**config.mk**
```make
export PLATFORM = sky130hd
export DESIGN_NAME = output_wrapper_flat
export DESIGN_NICKNAME = d
export VERILOG_FILES = /design/src/rtl/output_wrapper_if.sv /design/src/rtl/output_wrapper.sv /design/src/flat_wrapper.sv
export SDC_FILE = /design/constraint.sdc
export NUM_CORES = 1
export LEC_CHECK = 0
export CORE_UTILIZATION = 45
export DETAILED_ROUTE_END_ITERATION = 6
export PLACE_DENSITY_LB_ADDON = 0.05
export SETUP_SLACK_MARGIN = 0.05
export SLEW_MARGIN = 20
export SYNTH_ARGS = -nofsm -noshare
export SYNTH_HDL_FRONTEND = slang
export SYNTH_SLANG_ARGS = --single-unit
```
**constraint.sdc**
```tcl
create_clock -name clk -period 2.1 [get_ports clk]
set_input_delay 0.315 -clock clk [delete_from_list [all_inputs] [get_ports clk]]
set_output_delay 0.315 -clock clk [all_outputs]
set_load 0.02 [all_outputs]
```
**src/rtl/output_wrapper_if.sv**
```systemverilog
// Result-side bus bundle between the divider core, the output wrapper and the byte-wide consumer.
// The slave modport is the wrapper's view; the master modport is the surrounding system's view.
interface output_wrapper_if #(
  parameter int DATA_WIDTH = 8,
  parameter int WORD_WIDTH = 16
);
  logic [WORD_WIDTH-1:0] Quotient;
  logic [WORD_WIDTH-1:0] Remainder;
  logic                  Done;
  logic                  ReadyForResult;
  logic [DATA_WIDTH-1:0] DataOut;
  logic                  DataValid;
  logic                  DataAccept;
  logic                  LastByte;
  logic                  Overrun;

  modport slave (
    input  Quotient,
    input  Remainder,
    input  Done,
    input  DataAccept,
    output ReadyForResult,
    output DataOut,
    output DataValid,
    output LastByte,
    output Overrun
  );

  modport master (
    output Quotient,
    output Remainder,
    output Done,
    output DataAccept,
    input  ReadyForResult,
    input  DataOut,
    input  DataValid,
    input  LastByte,
    input  Overrun
  );
endinterface

```
**src/rtl/output_wrapper.sv**
```systemverilog
// Captures the divider's quotient/remainder on Done and serialises them MSB-first as bytes
// over a four-phase valid/accept handshake.
module output_wrapper #(
  parameter int DATA_WIDTH = 8,
  parameter int WORD_WIDTH = 16
) (
  input logic            clk,
  input logic            reset,
  output_wrapper_if.slave bus
);
  localparam int RES_W = 2 * WORD_WIDTH;
  localparam int BYTES = RES_W / DATA_WIDTH;
  localparam int CNT_W = (BYTES > 1) ? $clog2(BYTES) : 1;
  localparam logic [CNT_W-1:0] LAST_CNT = CNT_W'(BYTES - 1);

  localparam logic [1:0] IDLE    = 2'd0;
  localparam logic [1:0] SEND    = 2'd1;
  localparam logic [1:0] RELEASE = 2'd2;

  logic [1:0]            state;
  logic [CNT_W-1:0]      byte_cnt;
  logic [RES_W-1:0]      shift_reg;
  logic [DATA_WIDTH-1:0] data_out;
  logic                  last_byte;
  logic                  overrun;
  logic [RES_W-1:0]      captured;

  assign captured = {bus.Quotient, bus.Remainder};

  always_ff @(posedge clk or negedge reset) begin
    if (!reset) begin
      state     <= IDLE;
      byte_cnt  <= '0;
      shift_reg <= '0;
      data_out  <= '0;
      last_byte <= 1'b0;
      overrun   <= 1'b0;
    end else begin
      // A result arriving while a transfer is still in flight is dropped and flagged.
      if (bus.Done && state != IDLE) begin
        overrun <= 1'b1;
      end
      case (state)
        IDLE: begin
          if (bus.Done) begin
            shift_reg <= captured;
            data_out  <= captured[RES_W-1 -: DATA_WIDTH];
            byte_cnt  <= '0;
            last_byte <= (BYTES == 1);
            state     <= SEND;
          end
        end
        SEND: begin
          if (bus.DataAccept) begin
            state <= RELEASE;
          end
        end
        RELEASE: begin
          if (!bus.DataAccept) begin
            if (byte_cnt == LAST_CNT) begin
              last_byte <= 1'b0;
              state     <= IDLE;
            end else begin
              // Rotation keeps the upcoming byte just below the top of the register.
              data_out  <= shift_reg[RES_W-DATA_WIDTH-1 -: DATA_WIDTH];
              shift_reg <= {shift_reg[RES_W-DATA_WIDTH-1:0], shift_reg[RES_W-1 -: DATA_WIDTH]};
              byte_cnt  <= byte_cnt + 1'b1;
              last_byte <= ((byte_cnt + 1'b1) == LAST_CNT);
              state     <= SEND;
            end
          end
        end
        default: begin
          state <= IDLE;
        end
      endcase
    end
  end

  assign bus.ReadyForResult = (state == IDLE);
  assign bus.DataValid      = (state == SEND);
  assign bus.DataOut        = data_out;
  assign bus.LastByte       = last_byte;
  assign bus.Overrun        = overrun;
endmodule

```
**src/flat_wrapper.sv**
```systemverilog
// flat-port wrapper written by rule: the top's interface ports become plain ports
module output_wrapper_flat 
#(
  parameter int DATA_WIDTH = 8,
  parameter int WORD_WIDTH = 16
)
  (clk, reset, bus_Quotient, bus_Remainder, bus_Done, bus_DataAccept, bus_ReadyForResult, bus_DataOut, bus_DataValid, bus_LastByte, bus_Overrun);
  output_wrapper_if #(.DATA_WIDTH(DATA_WIDTH), .WORD_WIDTH(WORD_WIDTH)) bus_i ();
  input logic clk;
  input logic reset;
  input wire logic [$bits(bus_i.Quotient)-1:0] bus_Quotient;
  input wire logic [$bits(bus_i.Remainder)-1:0] bus_Remainder;
  input wire logic [$bits(bus_i.Done)-1:0] bus_Done;
  input wire logic [$bits(bus_i.DataAccept)-1:0] bus_DataAccept;
  output wire logic [$bits(bus_i.ReadyForResult)-1:0] bus_ReadyForResult;
  output wire logic [$bits(bus_i.DataOut)-1:0] bus_DataOut;
  output wire logic [$bits(bus_i.DataValid)-1:0] bus_DataValid;
  output wire logic [$bits(bus_i.LastByte)-1:0] bus_LastByte;
  output wire logic [$bits(bus_i.Overrun)-1:0] bus_Overrun;
  assign bus_i.Quotient = bus_Quotient;
  assign bus_i.Remainder = bus_Remainder;
  assign bus_i.Done = bus_Done;
  assign bus_i.DataAccept = bus_DataAccept;
  assign bus_ReadyForResult = bus_i.ReadyForResult;
  assign bus_DataOut = bus_i.DataOut;
  assign bus_DataValid = bus_i.DataValid;
  assign bus_LastByte = bus_i.LastByte;
  assign bus_Overrun = bus_i.Overrun;
  output_wrapper #(.DATA_WIDTH(DATA_WIDTH), .WORD_WIDTH(WORD_WIDTH)) u_core (.clk(clk), .reset(reset), .bus(bus_i));
endmodule
```
==> reports/results.tsv, run 1 <==
metric	value	unit
# diodes	0	
LEAKAGE	1.12	nW
chip height	69.5	µm
Die Span X	69.5	µm
HP Class	in -> async	
hold slack	123	ps
placed insts	228	
clock skew	5.66	ps
Required @ worst endpoint	1780	ps
Resized cells post-CTS	0	
Synth warnings	0	
CP Data Arrival Time	1610	ps
largest net degree at the start of global routing	39	
DRC violations left	0	
CTS sink cnt	38	
CTS clk-pin slew, worst paths	80	ps
Syn Nets	180	
Seq/Total Area, Yosys	46.4	%
run status	finished clean	
row count	24	
IO Pins	48	
Max Root-Sink Buffers	2	
Syn Area/Cell	14.4	µm²
critical path class	reg -> out	
area grow syn2layout	27.0	%
share of layout cells above drive strength 1	42.9	%
via count of the first global-routing pass	1370	
Die ar.	0.00483	mm²
post-CTS setup buffer count	0	
ANT nets after route	0	
number of flip-flops in the largest register	25	
CTS Buf Count	5	
global-route wire length before repair	6.57	mm
Initial Util	47.1	%
initial antenna violation count	0	
DR pass1 iterations	4	
synthesis-stage register bit count	38	
FMAX	520	MHz
setup TNS	0	ps
Via Count	1221	
Gate Count Post-Synth	142	
dpl hpwl	2.51	mm
CTS tree	built	
CTS Root Cell	clkbuf_8	
Final Hold Viols	0	
final std cells w/o fill	236	
grt ovf	0	
max-slew violation count	0	
Least-Margin Pin Slew	845	ps
highest net fanout along the worst path	6	
total wire length	3.68	mm
GP Congestion	0.696	
# fillers	348	
Pwr Density	1380	mW/mm²
design area	0.00261	mm²
RSZ-0062 raised after global routing	false	
Clock Latency Late Sink	290	ps
DR vias/cell	5.17	
Core ar.	0.00435	mm²
PortBufs	47	
DR WL/cell	15.6	µm
final core occ	59.8	%
crit path launch type	flip-flop	
Cell variety after synth	18	
final worst path period need	1920	ps
First DRT Iteration DRCs	17	
total track usage	17.4	%
area of placed instances	0.00249	mm²
Post-CTS Hold Fix Bufs	0	
peak supply drop	0.538	mV
Final Cycle Share	91.7	%
Final nets	221	
CP endpoint kind	output pin	
# Max-Cap Violations	0	
Max H-tree Level	2	
final setup vio count	0	
Post-Syn Area	0.00205	mm²
relative slew slack	43.7	%
[power by group]
group / total, mW / switching [mW] / internal (mW)
Combinational: 1.68 / 0.610 / 1.07
Sequential: 1.31 / 0.225 / 1.09
Clock: 0.593 / 0.261 / 0.332
[cells in the mapped netlist (all sizes together)]
cell	number	area (µm²)
a22o	1	8.76
a22oi	1	7.51
buf	16	125
dfrtp	38	951
ha	2	25.0
inv	3	11.3
mux2	65	837
mux2i	1	10.0
nand2	2	7.51
nand2b	2	12.5
nor2	5	18.8
nor2b	1	6.26
o21a	1	7.51
o21ai	3	15.0
o21bai	1	7.51
[layout make-up]
class | count | area (µm²) | share of cell area [%]
multi-input combinational | 85 | 967 | 37.1
sequential | 38 | 951 | 36.5
timing repair buffer | 50 | 500 | 19.2
clock buffer | 8 | 110 | 4.23
tap | 52 | 65.1 | 2.50
inverter | 3 | 11.3 | 0.432
[kinds of logic (layout without fill, tap and decap cells)]
group | after synthesis | count (layout) | share of synthesized area (%)
buffers and inverters | 19 | 61 | 6.65
flip-flops | 38 | 38 | 46.4
AO/OA/AOI/OAI | 7 | 7 | 2.26
multiplexers | 66 | 66 | 41.3
AND/OR/NAND/NOR | 10 | 10 | 2.20
adder cells (fa/ha/maj) | 2 | 2 | 1.22
[final timing paths]
kind / startpoint / to / slack (ps) / cells past startpoint
min: reset / u_core.state[1]$_DFFE_PN0P_ / 120 / 1
max reg2reg: u_core.state[1]$_DFFE_PN0P_ / u_core.shift_reg[5]$_DFFE_PN0P_ / 380 / 4
min in group clk: u_core.bus.Overrun$_DFFE_PN0P_ / u_core.bus.Overrun$_DFFE_PN0P_ / 470 / 1
max: u_core.state[1]$_DFFE_PN0P_ / bus_DataValid / 180 / 4
min reg2reg: u_core.bus.Overrun$_DFFE_PN0P_ / u_core.bus.Overrun$_DFFE_PN0P_ / 470 / 1
max in group asynchronous: reset / u_core.shift_reg[16]$_DFFE_PN0P_ / 1440 / 1
[worst max-delay path, cell delays in order, from the launching register on]
cell and delay [ps]:
dfrtp_1 440, inv_1 100, nand2_1 80, inv_1 90, clkdlybuf4s50_1 600
[metrics by stage]
step	worst slack [ps]	total power [mW]
global route	86.7	3.81
finish	175	3.59
global placement	248	2.96
floorplan	417	2.68
detailed placement	202	3.02
CTS	179	3.62
[metal layers]
metal  global-route usage, %  routed length [µm]  up-vias
li1                        -                   -      570
met1                    22.1                1710      599
met2                    27.1                1690       43
met5                       0                   0        -
met4                    7.26                  71        0
met3                    6.10                 202        9
[cell usage in the layout (no fill, tap or decap), drive strengths merged]
master / instances
inv: 3
nand2b: 2
o21ai: 3
o21bai: 1
a22o: 1
nand2: 2
mux2: 65
clkbuf: 8
nor2: 5
clkdlybuf4s50: 46
mux2i: 1
o21a: 1
ha: 2
nor2b: 1
a22oi: 1
buf: 4
dfrtp: 38
(Power assumes the default switching activity.)
==> run 2, diff against run 1 <==
--- a/config.mk
+++ b/config.mk
@@ -8,7 +8,7 @@
 export CORE_UTILIZATION = 45
 export DETAILED_ROUTE_END_ITERATION = 6
 export PLACE_DENSITY_LB_ADDON = 0.05
-export SETUP_SLACK_MARGIN = 0.05
+export SETUP_SLACK_MARGIN = 0.4
 export SLEW_MARGIN = 20
 export SYNTH_ARGS = -nofsm -noshare
 export SYNTH_HDL_FRONTEND = slang
==> run 2 against run 1 <==
Effect of this change:
- fmax increased by 17%
- die area unchanged
- register-to-register slack improved by 80 ps
- count of clock-buffer cells in the layout unchanged
- cell count increased by 0.42%
- critical path depth increased by 1
==> reports/results.tsv, run 2 (synthesized netlist as in run 1, its figures left out) <==
metric	value	unit
# Max-Cap Violations	0	
FMAX	609	MHz
setup TNS	0	ps
ANT nets after route	0	
combinational share of power	47.6	%
Crit path depth	5	
Initial Util	47.1	%
commonest non-fill, non-tap cell in the layout	clkdlybuf4s50_1	
DR WL/cell	16.3	µm
chip height	69.5	µm
max-slew violation count	0	
DRC violations left	0	
Clock power frac	16.2	%
Max H-tree Level	2	
reg2reg start	u_core.byte_cnt[0]$_DFFE_PN0P_	
area grow syn2layout	28.7	%
crit-path cells	ha_1 -> nor2_1 -> a22o_2 -> buf_12 -> mux2_2	
Die Span X	69.5	µm
multi-input combinational cell area	972	µm²
most frequent cells in the layout	clkdlybuf4s50_1, mux2_2, dfrtp_1	
CP endpoint kind	flip-flop	
CTS clk-pin slew, worst paths	80	ps
DR vias/cell	5.14	
Required @ worst endpoint	2280	ps
critical path class	reg -> reg	
# fillers	343	
First DRT Iteration DRCs	18	
PortBufs	47	
Internal	2.52	mW
HP Class	in -> async	
peak supply drop	0.533	mV
Pwr Density	1380	mW/mm²
Register Area	953	µm²
worst r2r path cells	5	
CP Data Arrival Time	1820	ps
Clock Latency Late Sink	290	ps
final worst path period need	1640	ps
via count of the first global-routing pass	1373	
grt ovf	0	
# diodes	0	
relative slew slack	43.3	%
Final nets	222	
clock skew	5.48	ps
crit-path max cell delay	410	ps
highest net fanout along the worst path	18	
post-layout total power	3.65	mW
NetSw	1.13	mW
critical path endpoint	u_core.bus.DataOut[0]$_DFFE_PN0P_	
Core ar.	0.00435	mm²
worst r2r dst	u_core.bus.DataOut[0]$_DFFE_PN0P_	
Worst setup startpoint	u_core.byte_cnt[0]$_DFFE_PN0P_	
CTS tree	built	
Via Count	1218	
CTS sink cnt	38	
Switching Share	30.9	%
R2R Setup Slk	460	ps
row count	24	
share of total power in sequential cells	36.2	%
post-CTS setup buffer count	0	
run status	finished clean	
Crit-path slowest cell	dfrtp_1	
CTS Root Cell	clkbuf_8	
global-route wire length before repair	6.60	mm
initial antenna violation count	0	
Final Cycle Share	78.2	%
number of flip-flops in the largest register	25	
IO Pins	48	
share of layout cells above drive strength 1	44.9	%
total wire length	3.86	mm
Least-Margin Pin Slew	851	ps
largest net degree at the start of global routing	39	
Die ar.	0.00483	mm²
CTS Buf Count	5	
final setup vio count	0	
DR pass1 iterations	4	
Final Hold Viols	0	
LEAKAGE	1.14	nW
Max Root-Sink Buffers	2	
RSZ-0062 raised after global routing	false	
CP top delay family	flip-flops	
GP Congestion	0.696	
total track usage	17.5	%
crit path launch type	flip-flop	
worst path bufs/invs	1	
dpl hpwl	2.51	mm
==> run 2: routing by layer <==
layer	up-vias	GRT usage (%)	part of all wire, %	wire (µm)
met5	-	0	0	0
met2	39	27.3	47	1800
met1	596	22.1	46	1790
li1	574	-	-	-
met4	0	7.26	1.8	71
met3	9	6.10	5.0	193
==> run 2: layout make-up <==
type	count	area share, %
Sequential cell	38	36.1
Clock buffer	8	4.17
Multi-Input combinational cell	85	36.8
Inverter	3	0.427
Tap cell	52	2.47
Timing Repair Buffer	51	20.0
==> run 2: power groups by stage <==
| stage | registers (mW) | clock network, mW | logic (mW) |
|---|---|---|---|
| finish | 1.32 | 0.593 | 1.74 |
| global route | 1.38 | 0.652 | 1.84 |
| CTS | 1.31 | 0.609 | 1.69 |
| detailed placement | 1.32 | 0 | 1.70 |
| global placement | 1.31 | 0 | 1.66 |
| floorplan | 1.25 | 0 | 1.43 |
==> run 2: through the flow <==
step | utilization, % | hold WS, ps | worst slack [ps] | cells | cell area [µm²]
floorplan | - | 19.4 | 417 | 142 | 2050
global placement | 57.3 | 447 | 248 | 228 | 2490
detailed placement | 57.3 | 451 | 202 | 228 | 2490
CTS | 59.9 | 158 | 429 | 236 | 2610
global route | 60.6 | 185 | 401 | 237 | 2640
finish | 60.6 | 124 | 457 | 237 | 2640
==> run 2: timing repair <==
action | in CTS | in global routing
hold buffers | 0 | 0
resized for setup | 3 | 6
endpoints found under the setup margin | 10 | 31
cloned | 0 | 1
==> run 2: worst min-delay path by stage <==
stage,end,cells after the start
2_1_floorplan,u_core.bus.DataOut[0]$_DFFE_PN0P_,0
3_3_place_gp,u_core.bus.Overrun$_DFFE_PN0P_,1
3_5_place_dp,u_core.bus.Overrun$_DFFE_PN0P_,1
4_1_cts,u_core.bus.Overrun$_DFFE_PN0P_,1
5_1_grt,u_core.bus.Overrun$_DFFE_PN0P_,1
6_report,u_core.state[1]$_DFFE_PN0P_,1
